`src/rtl/adaptive_threshold_writer.sv`:
```
// Streaming adaptive-threshold binariser feeding the VGA controller's VRAM write port.
// Each pixel is compared against the mean of a W-wide horizontal window (edge-replicated
// at row start) plus OFFSET; results appear 2 cycles after acceptance with a strobe.
module adaptive_threshold_writer #(
    parameter int unsigned LOG_W  = 3,
    parameter int unsigned OFFSET = 4
) (
    input  logic       iCLK,
    input  logic       iRST_N,
    input  logic       iPix_valid,
    input  logic [7:0] iPix,
    input  logic       iSOF,
    output logic [7:0] write_x,
    output logic [7:0] write_y,
    output logic       write_value,
    output logic       oWrite_strobe,
    output logic       oFrame_done
);

    localparam int unsigned W  = 1 << LOG_W;
    localparam int unsigned SW = 8 + LOG_W;
    localparam int unsigned DW = 9 + LOG_W;
    localparam logic [7:0]  OFF8 = OFFSET[7:0];

    // Raster position counters (next coordinate to assign)
    logic [7:0] x_cnt, y_cnt;
    logic [7:0] cur_x, cur_y;

    // Stage 1 registers
    logic       s1_valid;
    logic [7:0] s1_pix, s1_x, s1_y;
    logic       s1_row_start, s1_last;

    // Stage 2 registers: window, running sum and compare inputs
    logic [7:0]    win [W];
    logic [SW-1:0] sum;
    logic [SW-1:0] next_sum;
    logic          s2_valid;
    logic [7:0]    s2_pix, s2_x, s2_y;
    logic          s2_last;
    logic          decide;

    // Coordinate assigned to the pixel on the input this cycle; SOF forces (0,0)
    always_comb begin
        cur_x = x_cnt;
        cur_y = y_cnt;
        if (iSOF) begin
            cur_x = 8'd0;
            cur_y = 8'd0;
        end
    end

    // Counters advance from the assigned coordinate; 8-bit wrap gives (255,255)->(0,0)
    always_ff @(posedge iCLK or negedge iRST_N) begin
        if (!iRST_N) begin
            x_cnt <= 8'd0;
            y_cnt <= 8'd0;
        end else if (iPix_valid) begin
            x_cnt <= cur_x + 8'd1;
            y_cnt <= (cur_x == 8'hFF) ? cur_y + 8'd1 : cur_y;
        end
    end

    // Stage 1: capture pixel, coordinates, row-start and frame-end flags
    always_ff @(posedge iCLK or negedge iRST_N) begin
        if (!iRST_N) begin
            s1_valid     <= 1'b0;
            s1_pix       <= 8'd0;
            s1_x         <= 8'd0;
            s1_y         <= 8'd0;
            s1_row_start <= 1'b0;
            s1_last      <= 1'b0;
        end else begin
            s1_valid <= iPix_valid;
            if (iPix_valid) begin
                s1_pix       <= iPix;
                s1_x         <= cur_x;
                s1_y         <= cur_y;
                s1_row_start <= (cur_x == 8'd0);
                s1_last      <= (cur_x == 8'hFF) && (cur_y == 8'hFF);
            end
        end
    end

    // Updated window sum; row start replicates the pixel across the whole window.
    // Modular arithmetic is safe since the true result always fits in SW bits.
    always_comb begin
        next_sum = sum + SW'(s1_pix) - SW'(win[W-1]);
        if (s1_row_start) begin
            next_sum = SW'(s1_pix) << LOG_W;
        end
    end

    // Stage 2: shift window, update sum, register compare inputs
    always_ff @(posedge iCLK or negedge iRST_N) begin
        if (!iRST_N) begin
            for (int i = 0; i < int'(W); i++) begin
                win[i] <= 8'd0;
            end
            sum      <= '0;
            s2_valid <= 1'b0;
            s2_pix   <= 8'd0;
            s2_x     <= 8'd0;
            s2_y     <= 8'd0;
            s2_last  <= 1'b0;
        end else begin
            s2_valid <= s1_valid;
            if (s1_valid) begin
                sum <= next_sum;
                if (s1_row_start) begin
                    for (int i = 0; i < int'(W); i++) begin
                        win[i] <= s1_pix;
                    end
                end else begin
                    for (int i = int'(W) - 1; i > 0; i--) begin
                        win[i] <= win[i-1];
                    end
                    win[0] <= s1_pix;
                end
                s2_pix  <= s1_pix;
                s2_x    <= s1_x;
                s2_y    <= s1_y;
                s2_last <= s1_last;
            end
        end
    end

    // Exact threshold test: (pix + C) * W > S, widened so nothing overflows
    always_comb begin
        decide = ((DW'(s2_pix) << LOG_W) + (DW'(OFF8) << LOG_W)) > DW'(sum);
    end

    // Output register: loads on strobe, otherwise holds the last VRAM write
    always_ff @(posedge iCLK or negedge iRST_N) begin
        if (!iRST_N) begin
            write_x       <= 8'd0;
            write_y       <= 8'd0;
            write_value   <= 1'b0;
            oWrite_strobe <= 1'b0;
            oFrame_done   <= 1'b0;
        end else begin
            oWrite_strobe <= s2_valid;
            oFrame_done   <= s2_valid && s2_last;
            if (s2_valid) begin
                write_x     <= s2_x;
                write_y     <= s2_y;
                write_value <= decide;
            end
        end
    end

endmodule
```
`config.mk`:
```
export PLATFORM = sky130hd
export DESIGN_NAME = adaptive_threshold_writer
export DESIGN_NICKNAME = d
export VERILOG_FILES = /design/src/rtl/adaptive_threshold_writer.sv
export SDC_FILE = /design/constraint.sdc
export NUM_CORES = 1
export LEC_CHECK = 0
export ABC_AREA = 1
export ABC_CLOCK_PERIOD_IN_PS = 2500
export BUFFER_PORTS_ARGS = -buffer_cell sky130_fd_sc_hd__buf_2
export CAP_MARGIN = 20
export CORE_MARGIN = 4
export CORE_UTILIZATION = 62
export DETAILED_ROUTE_END_ITERATION = 8
export PLACE_DENSITY = 0.86
export SLEW_MARGIN = 20
export SYNTH_ARGS = -nofsm -noshare
export SYNTH_HDL_FRONTEND = slang
export SYNTH_SLANG_ARGS = --single-unit
```
`constraint.sdc`:
```
create_clock -name iCLK -period 2.5 [get_ports iCLK]
set_clock_uncertainty 0.05 [all_clocks]
set_input_delay 0.25 -clock iCLK [delete_from_list [all_inputs] [get_ports iCLK]]
set_output_delay 0.25 -clock iCLK [all_outputs]
set_load 0.05 [all_outputs]
```
==> results of run 1 <==
==> worst register-to-register path, cell delays in order, from the launching register on <==
cell      delay, ns
dfrtp_1        0.37
inv_1          0.10
fa_1           0.54
inv_1          0.05
ha_1           0.35
a21oi_1        0.25
nor2_1         0.07
nor2_1         0.12
nand3_1        0.08
nand3_1        0.08
o211ai_1       0.10
==> power breakdown <==
group / internal [mW] / leakage [nW] / switching, mW
clock: 1.45 / 0.273 / 1.01
sequential: 2.86 / 2.03 / 0.220
combinational: 0.868 / 2.02 / 1.53
==> cell families (layout without fill, tap and decap cells) <==
| logic type | count (synthesis) | after routing | synth area share (%) |
|---|---|---|---|
| xor+xnor | 14 | 14 | 1.69 |
| compound gates | 76 | 76 | 5.92 |
| buf+inv | 124 | 170 | 6.68 |
| flops | 155 | 155 | 53.3 |
| simple gates | 462 | 462 | 26.2 |
| fa+ha+maj | 31 | 31 | 6.16 |
==> placed cells by master (no fill, tap or decap), types with 2 or more instances in the layout <==
cell,instances
a21o_1,3
a21oi_1,10
buf_12,5
buf_2,29
buf_4,6
clkbuf_1,3
clkbuf_16,17
clkbuf_8,3
clkinv_1,2
clkinv_2,2
clkinv_4,4
clkinvlp_4,2
dfrtp_1,155
dlygate4sd3_1,3
fa_1,8
ha_1,23
inv_1,89
inv_2,3
nand2_1,320
nand3_1,91
nand3_2,2
nand3b_1,2
nand4_1,6
nor2_1,34
nor2_2,2
nor3_2,2
o211ai_1,5
o21ai_0,45
o21bai_1,3
o221ai_1,2
o22ai_1,5
xor2_1,13
==> per-stage QoR <==
| step | area, um^2 | utilization (%) | worst slack [ns] |
|---|---|---|---|
| 3_5_place_dp | 7620 | 66.4 | 0.224 |
| 5_1_grt | 8220 | 71.7 | 0.0266 |
| 6_report | 8220 | 71.7 | 0.200 |
| 2_1_floorplan | 7270 | - | 0.413 |
| 4_1_cts | 8220 | 71.7 | 0.208 |
| 3_3_place_gp | 7620 | 66.4 | 0.296 |
==> final cells by class <==
| type | count | area (um^2) | share of cell area, % |
|---|---|---|---|
| Timing Repair Buffer | 44 | 332 | 4.03 |
| Clock inverter | 9 | 90.1 | 1.10 |
| Sequential cell | 155 | 3880 | 47.2 |
| Tap cell | 143 | 179 | 2.18 |
| Clock buffer | 23 | 478 | 5.81 |
| Inverter | 94 | 353 | 4.29 |
| Multi-Input combinational cell | 583 | 2910 | 35.4 |
==> routing by layer <==
metal | part of all wire, % | up-vias | routed length, um
met2 | 49 | 187 | 7940
met4 | 2.5 | 0 | 408
met5 | 0 | - | 0
met1 | 43 | 2828 | 6870
met3 | 5.3 | 44 | 845
li1 | - | 2789 | -
==> path summary, 6_finish.rpt <==
check | startpoint | endpoint | slack [ns] | cells after the start
setup / recovery | s1_pix[5] | sum[8] | 0.20 | 10
hold / removal | iPix[1] | s1_pix[1] | 0.01 | 3
setup reg to reg | s1_pix[5] | sum[8] | 0.20 | 10
hold reg to reg | write_x[6] | write_x[6] | 0.42 | 2
max in group asynchronous | iRST_N | write_x[6] | 1.31 | 3
min in group asynchronous | iRST_N | sum[9] | 0.34 | 2
==> timing repair <==
item / CTS / global route
hold endpoints to repair: 69 / 0
hold buffers: 3 / 0
endpoints found under the setup margin: 0 / 1
gates resized for setup: 0 / 1
==> impl_metrics.ini, run 1 <==
[critical_path]
path_delay_family = adder cells
crit_buf_inv = 2
cp_max_fo = 4
cp_data_required_time_ns = 2.73
crit_arrival_ns = 2.53
start_kind = flip-flop
cpPeakStageDelay_ns = 0.54
critPathCaptureType = flip-flop
crit_chain = inv_1, fa_1, inv_1, ha_1, a21oi_1, nor2_1, nor2_1, nand3_1, nand3_1, o211ai_1
critPathSlowestCell = fa_1
criticalPathCategory = flip-flop to flip-flop

[sta]
slew_violations = 0
period_share_pct = 92.0
grt_setup_unrepaired = no
final_hold_viol_count = 0
setup_viol_count_final = 0
holdWs_ns = 0.0104
tightest_slew_ns = 0.630
max_freq_mhz = 435
min_period_ns = 2.30
slew_headroom_pct = 57.7
setup_tns_ns = 0

[yosys]
syn_area_mm2 = 0.00727
ys_ff_latch = 155
synth_edf_count = 0
synth_top_cell_by_area = dfrtp_1
yosysSeqAreaShare_pct = 53.3
syn_nets = 905
synth_cell_types = 33
avgSynthCellArea_um2 = 8.44
synth_top_cell_area_share_pct = 53.3
synthArstFlopShare_pct = 100
synth.most_common_cell = nand2_1
synthTopCellsByArea = dfrtp_1 53%, nand2_1 17%, nand3_1 6.3%
synth.top_cells.by_count = 320 x nand2_1, 155 x dfrtp_1, 92 x nand3_1, 89 x inv_1, 45 x o21ai_0
yosysWarnings = 0
postSynthCellCount = 862
synth_top_flop_cell = dfrtp_1

[floorplan]
ioPinCount = 31
die_h_um = 116
initial_utilization_pct = 63.4
dieArea_mm2 = 0.0135
die_x_um = 116
num_rows = 39
core_mm2 = 0.0115

[grt]
grt_usage_pct = 26.0
busiest_layer = met2
grt-ovfl-total = 0
antenna_found_initial = 0
grt_use_met3_pct = 5.85
grt_pass1_vias = 5772
grt_max_degree = 71
grt_util_met2_pct = 42.9
grt_pass1_wl_um = 27300
use_met1_pct = 33.5

[layout]
largest-register = win
largestRegisters = win: 56 flops, sum: 11 flops
largest_register_ffs = 56
layout-drive-gt1-share_pct = 8.92
fill_cells = 823
layout.cells.non_filler = 1051
diodes = 0
area_delta_synth_final_pct = 13.1
final_nets = 938

[cts]
cts_root_buf = clkbuf_16
clkSinkCount = 155
numCtsBuffers = 17
post_cts_buffers = 0
htreeDepth = 4
cts_tree = yes
clkLatencyLatePin_ns = 0.42
clock_path_buffers = 2
clkTransAtPathRegs_ns = 0.06

[route]
wl_um = 16100
drtIter0Drc = 641
routed_via_density = 5.56
first_pass_iters = 7
wl_per_cell_um = 15.3
antenna_left = 0
vias = 5848
drc = 0

[job]
maxCapViolations = 0

[power]
ir_drop_mv = 0.721
p_leak_nw = 4.33
p_total_mw = 7.94
power.density_mw_per_mm2 = 965

[run_status]
status = completed

[placement]
routabilityCongestion = 0.873
portBuffers = 30
dp.cells = 1016
dp_hpwl_um = 10700

[min_path]
hold_class = primary input to flip-flop
Note: power is estimated with default switching activity, not from simulation.
==> run 2, diff against run 1 <==
PLACE_DENSITY = not set   (was 0.86)
PLACE_DENSITY_LB_ADDON = 0.1   (was not set)
==> impl_metrics.ini, run 2 (same netlist as run 1, synthesis figures left out) <==
[run_status]
status = completed

[sta]
setup_slack_ns = 0.221
period_share_pct = 91.1
setup_viol_count_final = 0
grt_setup_unrepaired = no
slew_violations = 0
tightest_slew_ns = 0.649
slew_headroom_pct = 56.7
final_hold_viol_count = 0
setup_tns_ns = 0
min_period_ns = 2.28
max_freq_mhz = 439

[cts]
htreeDepth = 4
holdBufCountCts = 6
clkSinkCount = 155
cts_root_buf = clkbuf_16
post_cts_buffers = 0
clkTransAtPathRegs_ns = 0.06
clock_path_buffers = 2
ctsResizeCount = 0
clkLatencyLatePin_ns = 0.43
numCtsBuffers = 17
cts_tree = yes

[critical_path]
rr_startpoint = s1_pix[1]
cp_data_required_time_ns = 2.73
critPathLaunch = s1_pix[1]
crit_arrival_ns = 2.51
criticalPathCategory = flip-flop to flip-flop
critPathCaptureType = flip-flop
start_kind = flip-flop
cp_max_fo = 4

[layout]
final_nets = 941
layout-drive-gt1-share_pct = 9.00
multi_input_area_mm2 = 0.00291
area_delta_synth_final_pct = 13.8
diodes = 0
largest-register = win
largestRegisters = win: 56 flops, sum: 11 flops
seqCellArea_mm2 = 0.00388
largest_register_ffs = 56
mostFrequentLayoutCell = nand2_1
fill_cells = 884
layout.cells.non_filler = 1054
mostFrequentLayoutCells = 320 x nand2_1, 155 x dfrtp_1, 92 x nand3_1

[placement]
routabilityCongestion = 0.880
pre_cts_ws_ns = 0.227
dp.cells = 1016
dp_hpwl_um = 11200
portBuffers = 30

[power]
power.density_mw_per_mm2 = 983
ir_drop_mv = 1.10
p_total_mw = 8.13
p_leak_nw = 4.35

[floorplan]
core_mm2 = 0.0115
die_h_um = 116
ioPinCount = 31
die_x_um = 116
initial_utilization_pct = 63.4
dieArea_mm2 = 0.0135
num_rows = 39

[route]
drtIter0Drc = 509
drc = 0
antenna_left = 0
vias = 5842
wl_per_cell_um = 15.5
wl_um = 16300
first_pass_iters = 6
routed_via_density = 5.54

[job]
maxCapViolations = 0

[min_path]
hold_class = primary input to flip-flop
min_from = iPix[5]

[grt]
grt_pass1_wl_um = 27400
grt_pass1_vias = 5780
grt_usage_pct = 26.3
grt_max_degree = 67
grt-ovfl-total = 0
antenna_found_initial = 0
-- run 2: changes by cell type in the layout (fill, tap and decap cells not counted), sizes merged --
cell and change:
clkbuf -4, dlygate4sd3 +3, inv +3, bufinv +2
clkinv -2, clkinvlp +1
-- run 2: final cells by class --
cell class	count	area share, %
Timing Repair Buffer	47	4.22
Sequential cell	155	46.9
Clock buffer	19	5.35
Inverter	94	4.26
Clock inverter	13	2.00
Multi-Input combinational cell	583	35.1
Tap cell	143	2.16
-- run 2: worst max-delay path, stage by stage, from the launching register on --
cell	delay, ns
dfrtp_1	0.34
inv_1	0.08
fa_1	0.53
fa_1	0.44
inv_1	0.11
nand3_1	0.08
nand3_1	0.15
nand2_1	0.09
nand2_1	0.07
nand2_1	0.04
nand3_1	0.06
o211ai_1	0.09
-- run 2: per-layer routing --
layer / vias up / wire (um) / GRT usage, %
met5: - / 0 / 0
met4: 0 / 274 / 9.74
met3: 22 / 637 / 6.63
met2: 120 / 8390 / 43.3
met1: 2899 / 7000 / 33.9
li1: 2801 / - / -
-- run 2: path summary, 6_finish.rpt --
kind                         endpoint  slack, ns  cells past startpoint
setup / recovery               sum[8]       0.22                     11
hold / removal              s1_pix[5]       0.02                      3
setup reg to reg               sum[8]       0.22                     11
hold reg to reg            write_y[7]       0.42                      2
max in group asynchronous     s2_y[0]       1.35                      3
min in group asynchronous      sum[8]       0.32                      2
-- run 2: power breakdown --
part,internal (mW),switching [mW],total (mW)
combinational,0.868,1.53,2.40
clock,1.60,1.05,2.66
sequential,2.86,0.221,3.08
-- run 2: through the flow --
step / cell area (um^2) / util [%] / hold slack, ns
3_5_place_dp: 7610 / 66.3 / 0.241
3_3_place_gp: 7610 / 66.3 / 0.239
5_1_grt: 8280 / 72.2 / 0.0455
6_report: 8280 / 72.2 / 0.0188
4_1_cts: 8280 / 72.2 / 0.00707
2_1_floorplan: 7270 / - / -0.0956
